<file path="config.mk">
export PLATFORM = sky130hd
export DESIGN_NAME = pattern_tx_flat
export DESIGN_NICKNAME = d
export VERILOG_FILES = /design/src/rtl/pattern_pkg.sv /design/src/rtl/pattern_tx_if.sv /design/src/rtl/pattern_tx_piso_shift.sv /design/src/rtl/pattern_tx.sv /design/src/flat_wrapper.sv
export SDC_FILE = /design/constraint.sdc
export NUM_CORES = 1
export LEC_CHECK = 0
export CAP_MARGIN = 20
export CORE_MARGIN = 2
export CORE_UTILIZATION = 30
export DETAILED_ROUTE_END_ITERATION = 12
export GPL_TIMING_DRIVEN = 0
export PLACE_DENSITY_LB_ADDON = 0.25
export SYNTH_ARGS = -nofsm -noshare
export SYNTH_HDL_FRONTEND = slang
export SYNTH_HIERARCHICAL = 1
export SYNTH_SLANG_ARGS = --single-unit
</file>
<file path="constraint.sdc">
create_clock -name CLK -period 4.7 [get_ports CLK]
set_input_delay 0.94 -clock CLK [delete_from_list [all_inputs] [get_ports CLK]]
set_output_delay 0.94 -clock CLK [all_outputs]
set_load 0.03 [all_outputs]
</file>
<file path="src/rtl/pattern_pkg.sv">
// Shared encoding for the serial pattern source and the sequence detectors it feeds.
package pattern_pkg;

  // State encoding, visible on the S output
  localparam logic [1:0] S_IDLE = 2'd0;
  localparam logic [1:0] S_SEND = 2'd1;
  localparam logic [1:0] S_GAP  = 2'd2;
  localparam logic [1:0] S_FIN  = 2'd3;

  // Idle cycles inserted between repetitions unless overridden
  localparam int GAP_DEFAULT = 2;

endpackage

</file>
<file path="src/rtl/pattern_tx_if.sv">
// Control/stream bundle between a pattern_tx and whatever drives and consumes it.
interface pattern_tx_if #(
  parameter int WIDTH = 8,
  parameter int LEN_W = 4,
  parameter int REP_W = 4
);
  logic             START;
  logic             ABORT;
  logic [WIDTH-1:0] DATA;
  logic [LEN_W-1:0] LEN;
  logic [REP_W-1:0] REPEAT;
  logic             x;
  logic             X_VALID;
  logic             BUSY;
  logic             DONE;
  logic [1:0]       S;

  // Controller side: issues requests, observes the stream
  modport master (
    output START, ABORT, DATA, LEN, REPEAT,
    input  x, X_VALID, BUSY, DONE, S
  );

  // Transmitter side
  modport slave (
    input  START, ABORT, DATA, LEN, REPEAT,
    output x, X_VALID, BUSY, DONE, S
  );
endinterface

</file>
<file path="src/rtl/pattern_tx_piso_shift.sv">
// Parallel-in serial-out shifter. The pattern is left-aligned at load so that
// bit len-1 sits in the MSB; the serial output is then a plain flop bit and
// drains to zero once all len bits have been shifted out.
module piso_shift #(
  parameter int WIDTH = 8,
  parameter int LEN_W = 4
) (
  input  logic             clk,
  input  logic             rst_n,
  input  logic             clr,
  input  logic             load,
  input  logic             shift,
  input  logic [LEN_W-1:0] len,
  input  logic [WIDTH-1:0] din,
  output logic             dout
);
  logic [WIDTH-1:0] sreg;
  logic [WIDTH-1:0] aligned;

  // Move bit len-1 of the pattern into the MSB position
  always_comb begin
    aligned = din << (WIDTH - int'(len));
  end

  // Shift register: clear has priority over load, load over shift
  always_ff @(posedge clk or negedge rst_n) begin
    if (!rst_n) begin
      sreg <= '0;
    end else if (clr) begin
      sreg <= '0;
    end else if (load) begin
      sreg <= aligned;
    end else if (shift) begin
      sreg <= {sreg[WIDTH-2:0], 1'b0};
    end
  end

  assign dout = sreg[WIDTH-1];
endmodule

</file>
<file path="src/rtl/pattern_tx.sv">
// Serial pattern transmitter: sends LEN bits of a captured pattern MSB-first,
// REPEAT extra times, with GAP idle cycles between repetitions.
module pattern_tx
  import pattern_pkg::*;
#(
  parameter int WIDTH = 8,
  parameter int LEN_W = 4,
  parameter int REP_W = 4,
  parameter int GAP   = GAP_DEFAULT
) (
  input  logic        CLK,
  input  logic        RESET_N,
  pattern_tx_if.slave bus
);
  localparam int GAP_W = (GAP > 1) ? $clog2(GAP + 1) : 1;

  logic [1:0]       state_reg, state_next;
  logic [LEN_W-1:0] bit_cnt_reg, bit_cnt_next;
  logic [REP_W-1:0] rep_cnt_reg, rep_cnt_next;
  logic [GAP_W-1:0] gap_cnt_reg, gap_cnt_next;
  logic [LEN_W-1:0] len_reg;
  logic [WIDTH-1:0] data_reg;
  logic             x_valid_reg, x_valid_next;
  logic             done_reg, done_next;
  logic             busy_reg;
  logic             capture, load, shift, clr;
  logic             len_legal;
  logic [WIDTH-1:0] load_data;
  logic [LEN_W-1:0] load_len;

  assign len_legal = (bus.LEN != '0) && (int'(bus.LEN) <= WIDTH);
  assign load_data = capture ? bus.DATA : data_reg;
  assign load_len  = capture ? bus.LEN  : len_reg;

  // Next-state and datapath control
  always_comb begin
    state_next   = state_reg;
    bit_cnt_next = bit_cnt_reg;
    rep_cnt_next = rep_cnt_reg;
    gap_cnt_next = gap_cnt_reg;
    x_valid_next = 1'b0;
    done_next    = 1'b0;
    capture      = 1'b0;
    load         = 1'b0;
    shift        = 1'b0;
    clr          = 1'b0;
    case (state_reg)
      S_IDLE: begin
        if (bus.START && !bus.ABORT && len_legal) begin
          capture      = 1'b1;
          load         = 1'b1;
          bit_cnt_next = bus.LEN;
          rep_cnt_next = bus.REPEAT;
          x_valid_next = 1'b1;
          state_next   = S_SEND;
        end
      end
      S_SEND: begin
        if (bus.ABORT) begin
          clr        = 1'b1;
          state_next = S_IDLE;
        end else if (bit_cnt_reg == LEN_W'(1)) begin
          if (rep_cnt_reg != '0) begin
            rep_cnt_next = rep_cnt_reg - REP_W'(1);
            if (GAP > 0) begin
              shift        = 1'b1;
              gap_cnt_next = GAP_W'(GAP);
              state_next   = S_GAP;
            end else begin
              // Back-to-back repetition: reload without an idle bit
              load         = 1'b1;
              bit_cnt_next = len_reg;
              x_valid_next = 1'b1;
            end
          end else begin
            shift      = 1'b1;
            done_next  = 1'b1;
            state_next = S_FIN;
          end
        end else begin
          shift        = 1'b1;
          bit_cnt_next = bit_cnt_reg - LEN_W'(1);
          x_valid_next = 1'b1;
        end
      end
      S_GAP: begin
        if (bus.ABORT) begin
          clr        = 1'b1;
          state_next = S_IDLE;
        end else if (gap_cnt_reg <= GAP_W'(1)) begin
          load         = 1'b1;
          bit_cnt_next = len_reg;
          x_valid_next = 1'b1;
          state_next   = S_SEND;
        end else begin
          gap_cnt_next = gap_cnt_reg - GAP_W'(1);
        end
      end
      default: begin
        // FIN: DONE is already out this cycle, abort or not we return to IDLE
        clr        = 1'b1;
        state_next = S_IDLE;
      end
    endcase
  end

  // State, counters, captured request and registered status outputs
  always_ff @(posedge CLK or negedge RESET_N) begin
    if (!RESET_N) begin
      state_reg   <= S_IDLE;
      bit_cnt_reg <= '0;
      rep_cnt_reg <= '0;
      gap_cnt_reg <= '0;
      len_reg     <= '0;
      data_reg    <= '0;
      x_valid_reg <= 1'b0;
      done_reg    <= 1'b0;
      busy_reg    <= 1'b0;
    end else begin
      state_reg   <= state_next;
      bit_cnt_reg <= bit_cnt_next;
      rep_cnt_reg <= rep_cnt_next;
      gap_cnt_reg <= gap_cnt_next;
      x_valid_reg <= x_valid_next;
      done_reg    <= done_next;
      busy_reg    <= (state_next != S_IDLE);
      if (capture) begin
        len_reg  <= bus.LEN;
        data_reg <= bus.DATA;
      end
    end
  end

  piso_shift #(
    .WIDTH (WIDTH),
    .LEN_W (LEN_W)
  ) u_shift (
    .clk   (CLK),
    .rst_n (RESET_N),
    .clr   (clr),
    .load  (load),
    .shift (shift),
    .len   (load_len),
    .din   (load_data),
    .dout  (bus.x)
  );

  assign bus.X_VALID = x_valid_reg;
  assign bus.DONE    = done_reg;
  assign bus.BUSY    = busy_reg;
  assign bus.S       = state_reg;
endmodule

</file>
<file path="src/flat_wrapper.sv">
// flat-port wrapper written by rule: the top's interface ports become plain ports
module pattern_tx_flat import pattern_pkg::*;
#(
  parameter int WIDTH = 8,
  parameter int LEN_W = 4,
  parameter int REP_W = 4,
  parameter int GAP   = GAP_DEFAULT
)
  (CLK, RESET_N, bus_START, bus_ABORT, bus_DATA, bus_LEN, bus_REPEAT, bus_x, bus_X_VALID, bus_BUSY, bus_DONE, bus_S);
  pattern_tx_if #(.WIDTH(WIDTH), .LEN_W(LEN_W), .REP_W(REP_W)) bus_i ();
  input  logic CLK;
  input  logic RESET_N;
  input wire logic [$bits(bus_i.START)-1:0] bus_START;
  input wire logic [$bits(bus_i.ABORT)-1:0] bus_ABORT;
  input wire logic [$bits(bus_i.DATA)-1:0] bus_DATA;
  input wire logic [$bits(bus_i.LEN)-1:0] bus_LEN;
  input wire logic [$bits(bus_i.REPEAT)-1:0] bus_REPEAT;
  output wire logic [$bits(bus_i.x)-1:0] bus_x;
  output wire logic [$bits(bus_i.X_VALID)-1:0] bus_X_VALID;
  output wire logic [$bits(bus_i.BUSY)-1:0] bus_BUSY;
  output wire logic [$bits(bus_i.DONE)-1:0] bus_DONE;
  output wire logic [$bits(bus_i.S)-1:0] bus_S;
  assign bus_i.START = bus_START;
  assign bus_i.ABORT = bus_ABORT;
  assign bus_i.DATA = bus_DATA;
  assign bus_i.LEN = bus_LEN;
  assign bus_i.REPEAT = bus_REPEAT;
  assign bus_x = bus_i.x;
  assign bus_X_VALID = bus_i.X_VALID;
  assign bus_BUSY = bus_i.BUSY;
  assign bus_DONE = bus_i.DONE;
  assign bus_S = bus_i.S;
  pattern_tx #(.WIDTH(WIDTH), .LEN_W(LEN_W), .REP_W(REP_W), .GAP(GAP)) u_core (.CLK(CLK), .RESET_N(RESET_N), .bus(bus_i));
endmodule
</file>
==> flow_summary.json, run 1 <==
{
  "crit_slowest_cell": "or4_4",
  "yosys.area.top_type_share_pct": 38.4,
  "drv_cap": 0,
  "drtIter0Drc": 57,
  "endpoint_kind": "register",
  "seq_area_um2": 876,
  "worst-setup-path-type": "in2reg",
  "detail_route.drc_violations": 0,
  "power_density_nw_per_um2": 630,
  "vias": 1700,
  "fin_util_pct": 37.5,
  "syn2layout_area_growth_pct": 20.5,
  "status": "finished, final reports clean",
  "initial_utilization_pct": 31.1,
  "setup_viol": 0,
  "h-tree-depth": 2,
  "wirelength_um": 4620,
  "timing.slew.headroom_pct": 47.4,
  "cts.sinks": 35,
  "clock_latency_ns": 0.29,
  "hold_buffers": 0,
  "worst_ep_arrival_time_ns": 4.38,
  "maxSlewViolCount": 0,
  "synthCells": 221,
  "vdd_drop_max_mv": 0.276,
  "async_flop_share_pct": 100,
  "grt_pass1_vias": 1663,
  "synthTopCellsByArea": "dfrtp_1, mux2_2, mux2i_1, ha_1, o21ai_0",
  "synthFlopType": "dfrtp_1",
  "slowest_delay_ns": 0.58,
  "die_w_um": 91.2,
  "cts_tree": "yes",
  "track_usage_pct": 12.0,
  "power.leakage_nw": 1.15,
  "path_cells": "clkdlybuf4s50_1 -> or4_4 -> nand4_1 -> buf_4 -> mux2_2 -> buf_6 -> inv_1 -> ha_1 -> xor2_2 -> mux2_2 -> a22oi_1 -> o22ai_1",
  "use_met1_pct": 15.3,
  "path_max_fanout": 10,
  "timing.hold.ws_ns": 0.500,
  "firstDrtPassIters": 4,
  "r2r-end": "u_core/u_shift/sreg[4]",
  "tightest_slew_ns": 0.790,
  "worstSetupStartpointType": "input port",
  "met2_usage_pct": 20.2,
  "ys_ff_latch": 35,
  "ys_warn_count": 6,
  "die-area_um2": 8330,
  "syn_area_um2": 2280,
  "clkTransAtPathRegs_ns": 0.07,
  "antenna_cells": 0,
  "crit_top_cell": "mux2_2",
  "syn_avg_cell_area_um2": 10.3,
  "worstReg2RegStart": "u_core/bus.S[1]",
  "die_h_um": 91.2,
  "cts-root-buf": "clkbuf_8",
  "cts-resized-gates": 0,
  "routedWlPerCell_um": 13.1,
  "whs_path_depth": 1,
  "rsz0062_at_grt": "false",
  "portBuffers": 25,
  "finalCriticalPeriod_ns": 4.23,
  "fin_skew_ns": 0.00648,
  "grt_first_pass_wirelength_um": 8030,
  "postCtsSetupRepairBufs": 0,
  "yosys.area.top_type": "dfrtp_1",
  "fp.coreArea_um2": 7330,
  "finalHoldViolations": 0,
  "hold_path.class": "reg2reg",
  "synth_edf_count": 0,
  "num_io_pins": 26,
  "required_ns": 4.85,
  "timing.final.crit_share_pct": 90.0,
  "via_per_inst": 4.82,
  "hold_path_end": "u_core/data_reg[7]",
  "dp_hpwl_um": 3460,
  "grt_use_met3_pct": 2.90,
  "overflow": 0,
  "worstHoldStart": "u_core/data_reg[7]",
  "rr_worst_depth": 12,
  "synth_cell_types": 55,
  "multi_input_area_um2": 1280,
  "numCtsBuffers": 5,
  "nNetsFinal": 284,
  "antenna_found_initial": 0,
  "synth_nets": 252,
  "place.gp.congestion": 0.748,
  "clk_path_buf_depth": 2,
  "num_rows": 31,
  "grt_max_degree": 36,
  "n_fill_cell": 736,
  "antenna_left": 0,
  "yosysSeqAreaShare_pct": 38.4,
  "max_freq_mhz": 236,
  "drive_above_1_share_pct": 18.9,
  "rrSetupSlack_ns": 1.34,
  "setup_tns_ns": 0,
  "gr-max-usage-layer": "met2"
}
==> per-layer routing <==
layer | share of wire, % | vias to the layer above | wire [µm]
met1 | 46 | 811 | 2140
met5 | 0 | - | 0
met4 | 0.91 | 0 | 42
li1 | - | 860 | -
met2 | 49 | 25 | 2270
met3 | 3.5 | 4 | 164
==> power breakdown <==
group,internal [mW],total [mW],switching [mW]
logic,0.469,1.01,0.542
registers,0.417,0.480,0.0630
clock network,0.134,0.243,0.109
total,1.02,1.73,0.714
==> per-stage QoR <==
stage	setup slack (ns)	instances	power [mW]	instance area (µm²)
after global placement	0.190	345	1.49	2660
final	0.470	353	1.73	2750
after CTS	0.471	353	1.75	2750
after global routing	0.259	353	1.89	2750
after detailed placement	0.177	345	1.50	2650
after floorplan	1.05	221	1.27	2280
==> placed cells by master, fill, tap and decap left out, types with 3 or more instances in the layout <==
master           count
a21oi_1              6
a22oi_1              4
buf_6                4
clkbuf_1             5
clkbuf_8             7
clkdlybuf4s50_1     24
dfrtp_1             35
ha_1                11
inv_1               15
mux2_2              17
mux2i_1             17
nand2_1             12
nand2b_1             3
nand3_1              8
nand3b_1             5
nor2_1              11
nor3_1               3
nor3b_1              3
o21a_1               3
o21ai_0             13
o22ai_1              4
==> cell families after synthesis <==
kind of cell | synth area share [%]
multiplexers | 16.8
adder cells (fa/ha/maj) | 6.03
flip-flops | 38.4
AND/OR/NAND/NOR | 15.5
AO/OA/AOI/OAI | 15.7
XOR/XNOR | 1.86
buffers and inverters | 5.75
==> worst max-delay path, delay by kind of cell <==
family                   cells  cell delay [ns]
buffers and inverters        4             0.95
AND/OR/NAND/NOR              2             0.81
multiplexers                 2             0.80
XOR/XNOR                     1             0.31
adder cells (fa/ha/maj)      1             0.30
AO/OA/AOI/OAI                2             0.29
==> Yosys cell counts (all sizes together) (2+ instances only) <==
library cell   n
dfrtp         35
mux2          17
mux2i         17
inv           15
nand2         13
o21ai         13
ha            11
nor2          11
nand3          8
a21oi          7
buf            6
nand3b         5
a22oi          4
clkbuf         4
nor3           4
o22ai          4
a211oi         3
nand2b         3
nor3b          3
o21a           3
o32ai          3
or3b           3
xor2           3
and2b          2
nor2b          2
o211ai         2
o31ai          2
or2            2
==> worst max path at each step <==
stage               cells past startpoint  startpoint                     end  slack [ns]
CTS                                    12  bus_LEN[0]  u_core/u_shift/sreg[4]        0.47
detailed placement                     12  bus_LEN[0]  u_core/u_shift/sreg[4]        0.18
finish                                 12  bus_LEN[0]  u_core/u_shift/sreg[4]        0.47
floorplan                              11  bus_LEN[0]  u_core/u_shift/sreg[5]        1.05
global placement                       12  bus_LEN[0]  u_core/u_shift/sreg[4]        0.19
global route                           12  bus_LEN[0]  u_core/u_shift/sreg[4]        0.26
==> cell type report <==
type                            count  share of cell area [%]
Multi-Input combinational cell    161                    46.4
Clock buffer                        8                    3.64
Inverter                           15                    2.05
Sequential cell                    35                    31.8
Timing Repair Buffer               25                    8.91
Buffer                             10                    2.73
Tap cell                           99                    4.50
Power figures use the tool's default switching activity.
==> run 2, diff against run 1 <==
GPL_TIMING_DRIVEN = default   (was 0)
==> flow_summary.json, run 2 (same netlist as run 1, synthesis figures left out) <==
{
  "postCtsSetupRepairBufs": 0,
  "firstDrtPassIters": 4,
  "worstReg2RegStart": "u_core/bus.S[1]",
  "crit_slowest_cell": "or4_4",
  "layout_common_cells": "dfrtp_1, clkdlybuf4s50_1, mux2i_1, mux2_2, inv_1",
  "portBuffers": 25,
  "final_common_cell": "dfrtp_1",
  "place.gp.congestion": 0.764,
  "numCtsBuffers": 5,
  "crit_path_start": "bus_LEN[0]",
  "num_io_pins": 26,
  "pwr-share-clk_pct": 14.4,
  "p_seq_share_pct": 28.6,
  "initial_utilization_pct": 31.1,
  "clkTransAtPathRegs_ns": 0.07,
  "grt_pass1_vias": 1718,
  "power.leakage_nw": 1.13,
  "vdd_drop_max_mv": 0.285,
  "grt_first_pass_wirelength_um": 8250,
  "hold_buffers": 0,
  "clock_latency_ns": 0.29,
  "h-tree-depth": 2,
  "path_buf_inv": 2,
  "track_usage_pct": 12.4,
  "status": "finished, final reports clean",
  "timing.slew.headroom_pct": 60.2,
  "power_density_nw_per_um2": 625,
  "setup_tns_ns": 0,
  "num_rows": 31,
  "maxSlewViolCount": 0,
  "antenna_found_initial": 0,
  "p_total_mw": 1.69,
  "endpoint_kind": "register",
  "cts_tree": "yes",
  "syn2layout_area_growth_pct": 18.5,
  "cts-resized-gates": 0,
  "worst_ep_arrival_time_ns": 4.10,
  "die-area_um2": 8330,
  "drtIter0Drc": 46,
  "crit_top_cell": "mux2_2",
  "vias": 1669,
  "overflow": 0,
  "nNetsFinal": 277,
  "drv_cap": 0,
  "fin_skew_ns": 0.00428,
  "routedWlPerCell_um": 13.5,
  "worstHoldStart": "u_core/data_reg[7]",
  "wirelength_um": 4680,
  "cts-root-buf": "clkbuf_8",
  "required_ns": 4.87,
  "rsz0062_at_grt": "false",
  "finalCriticalPeriod_ns": 3.94,
  "fp.coreArea_um2": 7330,
  "die_h_um": 91.2,
  "cts.sinks": 35,
  "path_cells": "clkdlybuf4s50_1 -> or4_4 -> nand4_1 -> mux2_2 -> inv_1 -> ha_1 -> xor2_2 -> mux2_2 -> a22oi_1 -> o22ai_1",
  "die_w_um": 91.2,
  "setup_viol": 0,
  "via_per_inst": 4.82,
  "sw_frac_of_total_pct": 41.8,
  "p_sw_mw": 0.707,
  "pwr-share-comb_pct": 57.0,
  "critPathTopFamily": "multiplexers",
  "p_int_mw": 0.985,
  "worstSetupStartpointType": "input port",
  "detail_route.drc_violations": 0,
  "path_max_fanout": 15,
  "antenna_left": 0,
  "finalHoldViolations": 0,
  "drive_above_1_share_pct": 17.8,
  "hold_path.class": "reg2reg",
  "slowest_delay_ns": 0.56,
  "clk_path_buf_depth": 2,
  "n_fill_cell": 734,
  "dp_hpwl_um": 3460,
  "antenna_cells": 0,
  "worst-setup-path-type": "in2reg",
  "tightest_slew_ns": 0.597,
  "timing.final.crit_share_pct": 83.7,
  "grt_max_degree": 36,
  "max_freq_mhz": 254
}
run 2: cell types whose count changed in the layout (fill, tap and decap cells not counted):
cell | previous run | this run
buf_2 | 1 | 0
buf_6 | 4 | 0
buf_4 | 2 | 3
clkbuf_1 | 5 | 1
clkdlybuf4s50_1 | 24 | 25
run 2: worst paths after layout:
| path | endpoint | slack (ns) | cells after the start |
|---|---|---|---|
| max | u_core/u_shift/sreg[4] | 0.76 | 10 |
| min | u_core/data_reg[7] | 0.50 | 1 |
| max reg2reg | u_core/u_shift/sreg[4] | 1.53 | 10 |
| min reg2reg | u_core/data_reg[7] | 0.50 | 1 |
| max in group asynchronous | u_core/gap_cnt_reg[0] | 3.30 | 2 |
| min in group asynchronous | u_core/bit_cnt_reg[3] | 1.06 | 2 |
run 2: power by group through the flow:
stage               clock [mW]  sequential [mW]  combinational [mW]
floorplan                    0            0.499               0.776
global placement             0            0.488               0.962
detailed placement           0            0.489               0.967
CTS                      0.251            0.484               0.973
global route             0.265            0.499                1.08
finish                   0.243            0.485               0.965
run 2: worst register-to-register path, delay by kind of cell (launching register included):
family                     cells  cell delay (ns)
muxes                          2             0.90
adders and majority gates      2             0.57
DFF                            1             0.44
xor gates and xnor gates       1             0.34
and+or+nand+nor                1             0.28
AOI/OAI and AO/OA              2             0.27
buffers and inverters          2             0.26
run 2: cell type report:
type	instances	area (µm²)	share of cell area (%)
Multi-Input combinational cell	161	1280	47.2
Sequential cell	35	876	32.4
Timing Repair Buffer	28	273	10.1
Tap cell	99	124	4.58
Clock buffer	8	100	3.70
Inverter	15	56.3	2.08
run 2: stage by stage:
step                      std cells  utilization, %  hold slack, ns  instance area (µm²)  worst slack (ns)
after global placement          338            35.5           0.490                 2610             0.497
final                           346            36.9           0.501                 2710             0.764
after floorplan                 221               -           0.469                 2280              1.05
after detailed placement        338            35.5           0.490                 2610             0.468
after CTS                       346            36.9           0.506                 2710             0.763
after global routing            346            36.9           0.533                 2710             0.526
run 2: routing by layer:
metal	part of all wire (%)	vias to the layer above	global-route usage (%)
met1	50	792	16.0
li1	-	845	-
met5	0	-	0
met4	1.7	0	4.55
met2	46	24	20.1
met3	3.1	8	2.90
==> run 3, diff against run 2 <==
clock period = 3.8 ns   (was 4.7 ns; I/O delays follow)
==> flow_summary.json, run 3 (same netlist as run 1, synthesis figures left out) <==
{
  "path_cells": "clkdlybuf4s50_1 -> or4_4 -> nand4_1 -> mux2_2 -> inv_1 -> ha_1 -> xor2_2 -> mux2_2 -> o21a_1 -> o22ai_1",
  "power.leakage_nw": 1.15,
  "whs_path_depth": 1,
  "worstSetupStartpointType": "input port",
  "critPathTopFamily": "multiplexers",
  "via_per_inst": 4.86,
  "timing.final.crit_share_pct": 89.6,
  "num_io_pins": 26,
  "antenna_left": 0,
  "rr_worst_depth": 10,
  "path_buf_inv": 2,
  "worstReg2RegStart": "u_core/bus.S[1]",
  "drtIter0Drc": 38,
  "grt_max_degree": 21,
  "track_usage_pct": 11.8,
  "path_max_fanout": 6,
  "crit_path_start": "bus_LEN[1]",
  "numPlacedInstances": 343,
  "clk_path_buf_depth": 2,
  "vdd_drop_max_mv": 0.327,
  "layout_common_cells": "dfrtp_1, clkdlybuf4s50_1, mux2i_1, mux2_2, inv_1",
  "portBuffers": 25,
  "numCtsBuffers": 5,
  "cts.sinks": 35,
  "hold_buffers": 0,
  "clkTransAtPathRegs_ns": 0.07,
  "clock_latency_ns": 0.29,
  "cts-resized-gates": 0,
  "antenna_found_initial": 0,
  "nNetsFinal": 282,
  "overflow": 0,
  "wl_met2_um": 2160,
  "required_ns": 4.00,
  "worstHoldStart": "u_core/data_reg[7]",
  "vias": 1707,
  "cts_tree": "yes",
  "antenna_cells": 0,
  "slowest_delay_ns": 0.54,
  "worst_ep_arrival_time_ns": 3.61,
  "stdcell_count": 351,
  "h-tree-depth": 2,
  "die_w_um": 91.2,
  "dp_hpwl_um": 3510,
  "crit_slowest_cell": "or4_4",
  "wirelength_um": 4500,
  "setup_viol": 0,
  "routed.top_layer": "met4",
  "place.gp.congestion": 0.785,
  "initial_utilization_pct": 31.1,
  "finalHoldViolations": 0,
  "power_density_nw_per_um2": 770,
  "num_rows": 31,
  "rsz0062_at_grt": "false",
  "fin_skew_ns": 0.00925,
  "worst-setup-path-type": "in2reg",
  "detail_route.drc_violations": 0,
  "crit_top_cell": "mux2_2",
  "fp.coreArea_um2": 7330,
  "cts-root-buf": "clkbuf_8",
  "grt_first_pass_wirelength_um": 8030,
  "setup_tns_ns": 0,
  "die-area_um2": 8330,
  "dr_wl_met3_um": 154,
  "timing.hold.ws_ns": 0.513,
  "final_common_cell": "dfrtp_1",
  "firstDrtPassIters": 4,
  "syn2layout_area_growth_pct": 20.1,
  "drive_above_1_share_pct": 19.4,
  "finalCriticalPeriod_ns": 3.41,
  "max_freq_mhz": 294,
  "grt_pass1_vias": 1745,
  "wl_met1_um": 2130,
  "hold_path.class": "reg2reg",
  "tightest_slew_ns": 0.785,
  "fin_util_pct": 37.4,
  "status": "finished, final reports clean",
  "crit_cells": 10,
  "timing.slew.headroom_pct": 47.5,
  "maxSlewViolCount": 0,
  "routedWlPerCell_um": 12.8,
  "die_h_um": 91.2,
  "drv_cap": 0,
  "endpoint_kind": "register",
  "postCtsSetupRepairBufs": 0
}
[run 3: changes by cell type in the layout (fill, tap and decap cells not counted)]
cell   change
buf_4      +5
[run 3: worst paths after layout]
check / end / slack [ns]
hold / removal: u_core/data_reg[7] / 0.51
setup / recovery: u_core/u_shift/sreg[5] / 0.39
max in group asynchronous: u_core/u_shift/sreg[5] / 2.12
min in group asynchronous: u_core/bus.BUSY / 0.93
hold reg to reg: u_core/data_reg[7] / 0.51
setup reg to reg: u_core/u_shift/sreg[5] / 1.07
[run 3: final cells by class]
class                           count  area [µm²]
Clock buffer                        8         100
Fill cell                         724        4590
Inverter                           15        56.3
Multi-Input combinational cell    161        1280
Sequential cell                    35         876
Tap cell                           99         124
Timing Repair Buffer               33         310
[run 3: worst reg2reg max path, delay by kind of cell, from the launching register on]
family / cells / cell delay [ns]
AOI/OAI and AO/OA: 2 / 0.29
xor gates and xnor gates: 1 / 0.30
and+or+nand+nor: 1 / 0.18
adders and majority gates: 2 / 0.55
muxes: 2 / 0.69
DFF: 1 / 0.43
buffers and inverters: 2 / 0.21
[run 3: where the power goes]
part	total, mW	internal [mW]	switching, mW
Combinational	1.22	0.564	0.653
Clock	0.299	0.165	0.133
Sequential	0.595	0.516	0.0791
[run 3: per-layer routing]
metal / up-vias / global-route usage (%)
met1: 814 / 14.9
met5: - / 0
met2: 25 / 19.9
li1: 861 / -
met3: 7 / 2.66
met4: 0 / 3.79
[run 3: stage by stage]
step / area, µm² / power [mW] / worst slack (ns)
finish: 2740 / 2.11 / 0.395
global route: 2740 / 2.30 / 0.266
CTS: 2740 / 2.14 / 0.386
detailed placement: 2640 / 1.82 / 0.0978
global placement: 2640 / 1.83 / 0.152
floorplan: 2280 / 1.58 / 0.327
